--- src/rtl/calc_ctrl.sv ---
// calc_ctrl: key-driven calculator controller. Keys are registered for one
// cycle, then decoded by the FSM. The resulting memory, ALU and display
// commands are registered outputs.
module calc_ctrl (
  input  logic       clk,
  input  logic       rst,
  input  logic       key_valid,
  input  logic [1:0] key_type,
  input  logic [3:0] key_val,
  input  logic       alu_done,
  input  logic       alu_err,
  output logic       key_ready,
  output logic [3:0] num,
  output logic [1:0] operator,
  output logic [1:0] save_enable,
  output logic       clear_enable,
  output logic       equ_enable,
  output logic       op_enable,
  output logic       alu_start,
  output logic [1:0] disp_sel
);

  typedef enum logic [2:0] {
    S_INIT, S_OPA, S_OPB_WAIT, S_OPB, S_CALC, S_RESULT, S_RELOAD, S_ERR
  } state_t;

  localparam logic [1:0] K_DIG = 2'b00;
  localparam logic [1:0] K_OP  = 2'b01;
  localparam logic [1:0] K_EQ  = 2'b10;
  localparam logic [1:0] K_CLR = 2'b11;

  state_t     state, state_n;
  logic [2:0] cnt_a, cnt_a_n, cnt_b, cnt_b_n;
  logic [3:0] hold, hold_n;

  logic       kv_q;
  logic [1:0] kt_q;
  logic [3:0] kval_q;

  logic [1:0] sav_n, oper_n, disp_n;
  logic [3:0] num_n;
  logic       clr_n, equ_n, open_n, start_n, ready_n;

  logic is_dig, is_op, is_eq, is_clr;

  assign is_dig = kv_q && (kt_q == K_DIG);
  assign is_op  = kv_q && (kt_q == K_OP);
  assign is_eq  = kv_q && (kt_q == K_EQ);
  assign is_clr = kv_q && (kt_q == K_CLR);

  // Key capture stage; non-clear keys are dropped while key_ready is low
  always_ff @(posedge clk or posedge rst) begin
    if (rst) begin
      kv_q   <= 1'b0;
      kt_q   <= '0;
      kval_q <= '0;
    end else begin
      kv_q   <= key_valid && (key_ready || (key_type == K_CLR));
      kt_q   <= key_type;
      kval_q <= key_val;
    end
  end

  // State, counters and registered outputs
  always_ff @(posedge clk or posedge rst) begin
    if (rst) begin
      state        <= S_INIT;
      cnt_a        <= '0;
      cnt_b        <= '0;
      hold         <= '0;
      key_ready    <= 1'b0;
      num          <= '0;
      operator     <= '0;
      save_enable  <= '0;
      clear_enable <= 1'b0;
      equ_enable   <= 1'b0;
      op_enable    <= 1'b0;
      alu_start    <= 1'b0;
      disp_sel     <= '0;
    end else begin
      state        <= state_n;
      cnt_a        <= cnt_a_n;
      cnt_b        <= cnt_b_n;
      hold         <= hold_n;
      key_ready    <= ready_n;
      num          <= num_n;
      operator     <= oper_n;
      save_enable  <= sav_n;
      clear_enable <= clr_n;
      equ_enable   <= equ_n;
      op_enable    <= open_n;
      alu_start    <= start_n;
      disp_sel     <= disp_n;
    end
  end

  // Next state, digit counters and held reload digit
  always_comb begin
    state_n = state;
    cnt_a_n = cnt_a;
    cnt_b_n = cnt_b;
    hold_n  = hold;
    if (is_clr) begin
      state_n = S_OPA;
      cnt_a_n = '0;
      cnt_b_n = '0;
    end else begin
      case (state)
        S_INIT: begin
          state_n = S_OPA;
          cnt_a_n = '0;
          cnt_b_n = '0;
        end
        S_OPA: begin
          if (is_dig && (cnt_a < 3'd4)) cnt_a_n = cnt_a + 3'd1;
          if (is_op) state_n = S_OPB_WAIT;
        end
        S_OPB_WAIT: begin
          if (is_dig) begin
            cnt_b_n = 3'd1;
            state_n = S_OPB;
          end
        end
        S_OPB: begin
          if (is_dig && (cnt_b < 3'd4)) cnt_b_n = cnt_b + 3'd1;
          if (is_eq) state_n = S_CALC;
        end
        S_CALC: begin
          if (alu_done) state_n = alu_err ? S_ERR : S_RESULT;
        end
        S_RESULT: begin
          if (is_dig) begin
            hold_n  = kval_q;
            state_n = S_RELOAD;
          end
        end
        S_RELOAD: begin
          cnt_a_n = 3'd1;
          state_n = S_OPA;
        end
        S_ERR: ;
        default: state_n = S_INIT;
      endcase
    end
  end

  // Next values of the registered command outputs
  always_comb begin
    sav_n   = '0;
    clr_n   = 1'b0;
    equ_n   = 1'b0;
    open_n  = 1'b0;
    start_n = 1'b0;
    num_n   = num;
    oper_n  = operator;
    disp_n  = disp_sel;
    ready_n = !((state_n == S_INIT) || (state_n == S_CALC) || (state_n == S_RELOAD));
    if (is_clr) begin
      clr_n  = 1'b1;
      disp_n = 2'b00;
    end else begin
      case (state)
        S_INIT: clr_n = 1'b1;
        S_OPA: begin
          if (is_dig && (cnt_a < 3'd4)) begin
            sav_n = 2'b01;
            num_n = kval_q;
          end
          if (is_op) begin
            sav_n  = 2'b10;
            open_n = 1'b1;
            oper_n = kval_q[1:0];
            disp_n = 2'b01;
          end
        end
        S_OPB_WAIT: begin
          if (is_dig) begin
            sav_n = 2'b11;
            num_n = kval_q;
          end
          if (is_op) begin
            sav_n  = 2'b10;
            open_n = 1'b1;
            oper_n = kval_q[1:0];
          end
        end
        S_OPB: begin
          if (is_dig && (cnt_b < 3'd4)) begin
            sav_n = 2'b11;
            num_n = kval_q;
          end
          if (is_eq) start_n = 1'b1;
        end
        S_CALC: begin
          if (alu_done) begin
            if (alu_err) begin
              disp_n = 2'b10;
            end else begin
              sav_n  = 2'b01;
              equ_n  = 1'b1;
              disp_n = 2'b00;
            end
          end
        end
        S_RESULT: begin
          if (is_dig) clr_n = 1'b1;
        end
        S_RELOAD: begin
          sav_n = 2'b01;
          num_n = hold;
        end
        default: ;
      endcase
    end
  end

endmodule
--- config.mk ---
export PLATFORM = sky130hd
export DESIGN_NAME = calc_ctrl
export DESIGN_NICKNAME = d
export VERILOG_FILES = /design/src/rtl/calc_ctrl.sv
export SDC_FILE = /design/constraint.sdc
export NUM_CORES = 1
export LEC_CHECK = 0
export CORE_UTILIZATION = 40
export DETAILED_ROUTE_END_ITERATION = 8
export PLACE_DENSITY = 0.7
export SLEW_MARGIN = 15
export SYNTH_ARGS = -nofsm -noshare
export SYNTH_HDL_FRONTEND = slang
export SYNTH_SLANG_ARGS = --single-unit
--- constraint.sdc ---
create_clock -name clk -period 5.7 [get_ports clk]
set_clock_uncertainty 0.15 [all_clocks]
set_input_delay 0.855 -clock clk [delete_from_list [all_inputs] [get_ports clk]]
set_output_delay 0.855 -clock clk [all_outputs]
set_load 0.02 [all_outputs]
==> impl_metrics.ini, run 1 <==
[outcome]
outcome = completed

[synth]
ys_seq_area_share_pct = 52.4
ys_seq_elements = 35
yosys_warnings = 0
synth-main-ff-cell = dfrtp_1
syn_inst = 152
synth_edf_count = 0
async_reset_ff_share_pct = 100
ys_types = 42
syn_nets = 165
syn_avg_cell_area_um2 = 11.0
synthesis.area_mm2 = 0.00167

[global_route]
met2_usage_pct = 28.3
grt_overflow = 0
antenna_found_initial = 0
use_met3_pct = 5.82
grt_pass1_wl_um = 5670
grt_pass1_vias = 1247
grt_use_total_pct = 17.7
grt_use_met1_pct = 21.3
grt-busiest-layer = met2
grt_max_degree = 36

[floorplanning]
die_w_um = 66.6
start_util_pct = 41.8
fp.dieH_um = 66.6
core-area_mm2 = 0.00400
num_io_pins = 26
fp.dieArea_mm2 = 0.00444
rows = 23

[timing]
hold_violations = 0
fin_crit_sh_pct = 40.0
setup_tns_ns = 0
rsz0062_at_grt = no
setup_viol = 0
tightest_slew_ns = 0.720
drv_slew = 0
period_needed_ns = 2.28
worst_slew_margin_rel_pct = 52.0
max_freq_mhz = 438

[setup_path]
crit_buf_inv = 1
crit_required_ns = 4.70
path_cells = clkdlybuf4s50_1
crit_family = buffers and inverters
crit_arrival_ns = 1.28
cpPeakStageDelay_ns = 0.62
critPathSlowestCell = clkdlybuf4s50_1
critical_path_class = reg -> out
critPathMaxFanout = 2
r2r_setup_slack_ns = 3.44
r2r_end = num[0]$_DFFE_PP0P_
rr_startpoint = state[1]$_DFF_PP0_
reg2regPathDepth = 4
end_kind = primary output
crit_path_start_kind = flop

[clock_network]
ctsHoldBuffers = 0
cts_sinks = 35
path_clk_slew_ns = 0.07
clkLatencyLatePin_ns = 0.28
cts_setup_buffers = 0
clockBufferDepth = 2
cts.repair.resized = 0
cts_buffers = 5
cts_tree = built
cts_root_buf = clkbuf_8
htree_levels = 2

[detailed_routing]
via_count = 1214
dr.pass1.iters = 4
wl_per_cell_um = 14.1
antenna_left = 0
routed_wl_um = 3190
drt_iter0_markers = 98
avgViaCountPerCell = 5.37
drc = 0

[cells_and_area]
n_antenna_cell = 0
nets = 188
final_cells = 226
fin_util_pct = 51.0
area_delta_synth_final_pct = 22.2
final_cell_area_mm2 = 0.00204
drive_gt1_share_pct = 15.3

[power_and_ir_drop]
power_density_mw_per_mm2 = 450
ir_drop_uv = 273
p_leak_nw = 0.865

[placement]
dpl.cell_count = 218
port_buffers = 25
gp_congestion = 0.841
placed_area_mm2 = 0.00194
dp.final_hpwl_um = 2290

[hold_path]
min_path_type = reg -> reg
hold_path_end = hold[3]$_DFFE_PP0P_
holdPathStages = 1
hold_start = kval_q[3]$_DFF_PP0_

[run]
drv_cap = 0
state kept, by name (all words and copies together) (netlist names):
signal,count
alu_start,1
clear_enable,1
cnt_a,3
cnt_b,3
disp_sel,2
equ_enable,1
hold,4
key_ready,1
kt_q,2
kv_q,1
kval_q,4
num,4
op_enable,1
operator,2
save_enable,2
state,3
through the flow:
| step | hold slack (ns) | total power [mW] | setup slack, ns |
|---|---|---|---|
| 2_1_floorplan | 0.324 | 0.611 | 3.92 |
| 3_3_place_gp | 0.336 | 0.719 | 3.44 |
| 3_5_place_dp | 0.346 | 0.729 | 3.40 |
| 4_1_cts | 0.361 | 0.928 | 3.38 |
| 5_1_grt | 0.386 | 0.983 | 3.22 |
| 6_report | 0.360 | 0.918 | 3.42 |
kinds of logic (layout without fill, tap and decap cells):
family          Yosys count  count (layout)  synth area share, %
mux                      14              14                 9.43
simple gates             58              58                 20.7
buf+inv                  14              38                 3.89
compound gates           29              29                 12.1
flops                    35              35                 52.4
fa+ha+maj                 2               2                 1.50
placed cells by master (no fill, tap or decap), types with 3 or more instances in the layout:
cell             synthesis  routed
dfrtp_1                 35      35
clkdlybuf4s50_1          0      25
mux2_2                  14      14
a21oi_1                 12      12
nand2_1                  9       9
nor2_1                   7       7
clkbuf_8                 0       7
nor3_1                   6       6
nor2b_1                  5       5
nand2b_1                 5       5
nand3_1                  5       5
nand4_1                  4       4
inv_1                    4       4
nor3b_1                  3       3
o21ai_0                  3       3
layout make-up:
class | count | area, µm²
flip-flops and latches | 35 | 876
repair buffers | 26 | 258
clock buffers | 8 | 100
fillers | 346 | 1960
well taps | 50 | 62.6
multi-input cells | 103 | 731
inverters | 4 | 15.0
per-layer routing:
layer  wire, µm  part of all wire [%]
met2       1530                    48
met3        200                   6.3
met5          0                     0
met4         62                   1.9
met1       1390                    44
worst max path at each step:
stage                                          end  slack, ns                start  cells past startpoint
after detailed placement  save_enable[0]$_DFF_PP0_       3.40             alu_done                      4
after floorplan                alu_start$_DFF_PP0_       3.92                  rst                      1
after global placement    save_enable[0]$_DFF_PP0_       3.44             alu_done                      4
final                                    key_ready       3.42  key_ready$_DFF_PP0_                      1
after CTS                                key_ready       3.38  key_ready$_DFF_PP0_                      1
after global routing            num[1]$_DFFE_PP0P_       3.22   state[1]$_DFF_PP0_                      4
report_power, final:
group | internal, mW | leakage, nW | switching, mW
clock | 0.110 | 0.0515 | 0.0837
combinational | 0.171 | 0.369 | 0.157
sequential | 0.312 | 0.444 | 0.0845
synthesized netlist by cell type (2+ instances only):
library cell | count | share of area [%]
nand3_1 | 5 | 1.5
a21o_1 | 2 | 0.90
inv_1 | 4 | 0.90
and3_1 | 2 | 0.75
clkbuf_1 | 4 | 0.90
nand4_1 | 4 | 1.5
a21oi_1 | 12 | 3.6
nor4b_1 | 2 | 1.0
nand2_1 | 9 | 2.0
o21ai_0 | 3 | 0.90
dfrtp_1 | 35 | 52
nor2b_1 | 5 | 1.9
nor2_1 | 7 | 1.6
nand3b_1 | 2 | 0.90
mux2_2 | 14 | 9.4
ha_1 | 2 | 1.5
buf_2 | 4 | 1.2
nor3b_1 | 3 | 1.3
nand2b_1 | 5 | 1.9
nor3_1 | 6 | 1.8
(Power assumes the default switching activity.)
==> run 2, diff against run 1 <==
==> constraint.sdc (replaced) <==
create_clock -name clk -period 2.1 [get_ports clk]
set_clock_uncertainty 0.15 [all_clocks]
set_input_delay 0.315 -clock clk [delete_from_list [all_inputs] [get_ports clk]]
set_output_delay 0.315 -clock clk [all_outputs]
set_load 0.02 [all_outputs]
==> run 2 against run 1 <==
Die area unchanged. Via count is 3.0% higher. Largest cell class unchanged. Design area is 2.6% higher. Combinational power grew to 3.3 times the previous value. Sequential power is 150% higher. Clock power grew to 2.7 times the previous value. Hold slack worse by 0.082 ns. Highest routed layer unchanged. First-iteration DRC count is 51% lower.
==> impl_metrics.ini, run 2 (synthesis results as in run 1) <==
[detailed_routing]
drt_iter0_markers = 48
via_count = 1251
antenna_left = 0
routed_wl_um = 3500
drc = 0
avgViaCountPerCell = 5.37
dr.pass1.iters = 4
wl_per_cell_um = 15.0

[clock_network]
clkLatencyLatePin_ns = 0.29
cts_tree = built
cts_root_buf = clkbuf_8
cts_setup_buffers = 0
htree_levels = 2
cts_buffers = 5
clockBufferDepth = 2
cts_sinks = 35
path_clk_slew_ns = 0.07
cts.repair.resized = 0
ctsHoldBuffers = 0

[setup_path]
r2r_setup_slack_ns = 0.12
crit_buf_inv = 0
crit_required_ns = 2.12
critical_path_class = reg -> reg
crit_family = simple AND/OR/NAND/NOR gates
crit_path_start_kind = flop
rr_startpoint = kt_q[1]$_DFF_PP0_
crit_arrival_ns = 2.00
end_kind = flop
r2r_end = hold[1]$_DFFE_PP0P_
cpPeakStageDelay_ns = 0.57
critPathMaxFanout = 8
path_cells = or3b_1, nor3_4, mux2_2
critPathSlowestCell = or3b_1
reg2regPathDepth = 3

[floorplanning]
num_io_pins = 26
core-area_mm2 = 0.00400
fp.dieH_um = 66.6
start_util_pct = 41.8
rows = 23
fp.dieArea_mm2 = 0.00444
die_w_um = 66.6

[timing]
tightest_slew_ns = 0.571
period_needed_ns = 1.98
hold_violations = 0
rsz0062_at_grt = no
setup_tns_ns = 0
worst_slew_margin_rel_pct = 61.9
drv_slew = 0
fin_crit_sh_pct = 94.3
setup_viol = 0
max_freq_mhz = 505

[placement]
dpl.cell_count = 225
dp.final_hpwl_um = 2530
port_buffers = 25
gp_congestion = 0.813

[global_route]
grt_overflow = 0
grt_use_total_pct = 18.7
antenna_found_initial = 0
grt_max_degree = 36
grt_pass1_wl_um = 6010
grt_pass1_vias = 1274

[cells_and_area]
n_antenna_cell = 0
fillCellCount = 339
layout_common_cells = 35 x dfrtp_1, 25 x clkdlybuf4s50_1, 14 x mux2_2
drive_gt1_share_pct = 18.6
top_regs = hold (4), kval_q (4), num (4)
area_delta_synth_final_pct = 25.3
final_cells = 233
nets = 195
mostFrequentLayoutCell = dfrtp_1

[run]
drv_cap = 0

[power_and_ir_drop]
p_int_mw = 1.67
p_seq_share_pct = 37.6
p_leak_nw = 0.900
power_density_mw_per_mm2 = 1230
combPwrFrac_pct = 41.8
power.share.switching_pct = 35.5
ir_drop_uv = 740
clkPwrFrac_pct = 20.6
power_switching_uw = 918

[hold_path]
min_path_type = in -> async

[outcome]
outcome = completed
run 2: cell count changes in the layout (fill, tap and decap cells not counted), sizes merged:
cell	delta
buf	+7
run 2: power groups by stage:
stage	clock network [mW]	registers (mW)	logic, mW
after global placement	0	0.971	1.04
after floorplan	0	1.07	0.589
after detailed placement	0	0.983	1.08
final	0.533	0.973	1.08
after global routing	0.586	1.00	1.18
after CTS	0.547	0.974	1.08
run 2: worst max path at each step:
stage                      startpoint                   end  slack [ns]  cells past startpoint
floorplan           kt_q[1]$_DFF_PP0_   hold[0]$_DFFE_PP0P_        0.32                      4
global placement    kt_q[1]$_DFF_PP0_   hold[0]$_DFFE_PP0P_        0.16                      3
detailed placement  kt_q[1]$_DFF_PP0_   hold[1]$_DFFE_PP0P_        0.13                      3
CTS                 kt_q[1]$_DFF_PP0_   hold[1]$_DFFE_PP0P_        0.12                      3
global route        kt_q[1]$_DFF_PP0_  cnt_b[1]$_DFFE_PP0P_       0.002                      4
finish              kt_q[1]$_DFF_PP0_   hold[1]$_DFFE_PP0P_        0.12                      3
run 2: worst register-to-register path, stage by stage (launching register included):
cell     delay [ns]
dfrtp_1        0.45
or3b_1         0.57
nor3_4         0.32
mux2_2         0.37
run 2: stage by stage:
stage	power, mW	area (µm²)	worst slack, ns	util (%)	hold WS (ns)
after floorplan	1.66	1670	0.317	-	0.196
after global placement	2.01	1990	0.161	49.9	0.337
after detailed placement	2.06	1990	0.127	49.9	0.344
after CTS	2.60	2090	0.116	52.4	0.290
after global routing	2.76	2090	0.00183	52.4	0.317
final	2.59	2090	0.120	52.4	0.278
run 2: cell type report:
type / instances / area [µm²] / area share, %
multi-input cells: 103 / 731 / 34.9
inverters: 4 / 15.0 / 0.717
flip-flops and latches: 35 / 876 / 41.8
repair buffers: 33 / 310 / 14.8
clock buffers: 8 / 100 / 4.78
well taps: 50 / 62.6 / 2.99
run 2: layer usage:
metal,track usage [%],share of wire (%),up-vias
met5,0,0,-
met3,4.79,4.7,7
met4,9.04,1.9,0
met1,22.4,45,601
met2,30.8,49,36
li1,-,-,607
==> run 3, diff against run 2 <==
--- a/config.mk
+++ b/config.mk
@@ -7,8 +7,7 @@
 export LEC_CHECK = 0
 export CORE_UTILIZATION = 40
 export DETAILED_ROUTE_END_ITERATION = 8
-export PLACE_DENSITY = 0.7
-export SLEW_MARGIN = 15
+export SLEW_MARGIN = 40
 export SYNTH_ARGS = -nofsm -noshare
 export SYNTH_HDL_FRONTEND = slang
 export SYNTH_SLANG_ARGS = --single-unit
==> constraint.sdc (replaced) <==
create_clock -name clk -period 2.4 [get_ports clk]
set_clock_uncertainty 0.15 [all_clocks]
set_input_delay 0.36 -clock clk [delete_from_list [all_inputs] [get_ports clk]]
set_output_delay 0.36 -clock clk [all_outputs]
set_load 0.02 [all_outputs]
==> run 3 against run 2 <==
Register-to-register slack better by 0.22 ns. Power decreased by 16%. Clock power shrank 23%. Worst setup slack improved by 0.22 ns. Die area stayed put. Sequential share of layout area grew 0.84 points. Combinational power fell by 17%. Clock-buffer cell count fell by 1. Sequential power down 10%. Fmax fell by 4.1%. Critical path depth is 1 higher. First-iteration DRC count is 69% higher. Highest routed layer unchanged.
==> impl_metrics.ini, run 3 (synthesis results as in run 1) <==
[power_and_ir_drop]
p_leak_nw = 0.875
ir_drop_uv = 555
power_density_mw_per_mm2 = 1060

[clock_network]
path_clk_slew_ns = 0.07
cts_buffers = 5
cts.repair.resized = 0
ctsHoldBuffers = 0
clkLatencyLatePin_ns = 0.29
cts_sinks = 35
cts_root_buf = clkbuf_8
htree_levels = 2
clockBufferDepth = 2
cts_setup_buffers = 0
cts_tree = built

[global_route]
grt_overflow = 0
antenna_found_initial = 0
grt_use_total_pct = 17.6
grt_pass1_vias = 1191
grt_pass1_wl_um = 5670
grt_max_degree = 36

[setup_path]
critPathMaxFanout = 13
crit_path_start_kind = flop
r2r_setup_slack_ns = 0.34
end_kind = flop
critical_path_class = reg -> reg
crit_required_ns = 2.42
crit_arrival_ns = 2.08

[timing]
setup_viol = 0
drv_slew = 0
setup_tns_ns = 0
tightest_slew_ns = 0.554
max_freq_mhz = 485
hold_violations = 0
rsz0062_at_grt = no
fin_crit_sh_pct = 86.0
worst_slew_margin_rel_pct = 63.0
period_needed_ns = 2.06

[detailed_routing]
routed_wl_um = 3380
antenna_left = 0
avgViaCountPerCell = 5.42
drt_iter0_markers = 81
dr.pass1.iters = 4
wl_per_cell_um = 14.7
via_count = 1247
drc = 0

[cells_and_area]
fin_util_pct = 51.3
mostFrequentLayoutCell = dfrtp_1
layout_common_cells = 35 x dfrtp_1, 25 x clkdlybuf4s50_1, 14 x mux2_2
fillCellCount = 367
n_antenna_cell = 0
drive_gt1_share_pct = 16.7
top_regs = hold (4), kval_q (4), num (4)
area_delta_synth_final_pct = 22.8
nets = 192

[floorplanning]
fp.dieArea_mm2 = 0.00444
num_io_pins = 26
fp.dieH_um = 66.6
start_util_pct = 41.8
rows = 23
core-area_mm2 = 0.00400
die_w_um = 66.6

[placement]
port_buffers = 25
dp.final_hpwl_um = 2430
gp_congestion = 0.854

[run]
drv_cap = 0

[hold_path]
min_path_type = in -> async

[outcome]
outcome = completed
[run 3: worst paths after layout]
path,from,end,cells after the start
setup / recovery,state[1]$_DFF_PP0_,num[3]$_DFFE_PP0P_,4
hold / removal,rst,clear_enable$_DFF_PP0_,3
setup reg to reg,state[1]$_DFF_PP0_,num[3]$_DFFE_PP0P_,4
hold reg to reg,num[1]$_DFFE_PP0P_,num[1]$_DFFE_PP0P_,1
max in group asynchronous,rst,state[0]$_DFF_PP0_,3
min in group clk,num[1]$_DFFE_PP0P_,num[1]$_DFFE_PP0P_,1
[run 3: report_power, final]
| part | switching, mW | internal (mW) |
|---|---|---|
| registers | 0.129 | 0.743 |
| logic | 0.457 | 0.436 |
| clock network | 0.208 | 0.204 |
[run 3: worst max-delay path, stage by stage, from the launching register on]
cell	delay, ns
dfrtp_1	0.57
nor2b_1	0.31
o21ai_0	0.14
a21oi_1	0.38
mux2_2	0.39
[run 3: routing by layer]
layer	GRT usage, %	wire length (µm)
met5	0	0
met2	26.9	1570
met3	3.77	112
met1	23.2	1620
met4	9.57	79
[run 3: cell type report]
cell class	instances	area [µm²]	area share, %
clock inverter	1	5.00	0.244
clock buffer	7	76.3	3.72
inverter	4	15.0	0.731
timing repair buffer	30	288	14.0
tap	50	62.6	3.05
multi-input combinational	103	731	35.6
sequential	35	876	42.7
[run 3: through the flow]
stage | total power, mW | instance area (µm²) | hold slack, ns | cells | setup slack (ns)
after floorplan | 1.45 | 1670 | 0.241 | 152 | 0.617
after global placement | 1.76 | 1970 | 0.338 | 222 | 0.372
after detailed placement | 1.78 | 1970 | 0.345 | 222 | 0.340
after CTS | 2.19 | 2050 | 0.349 | 230 | 0.332
after global routing | 2.32 | 2050 | 0.362 | 230 | 0.162
final | 2.18 | 2050 | 0.325 | 230 | 0.336
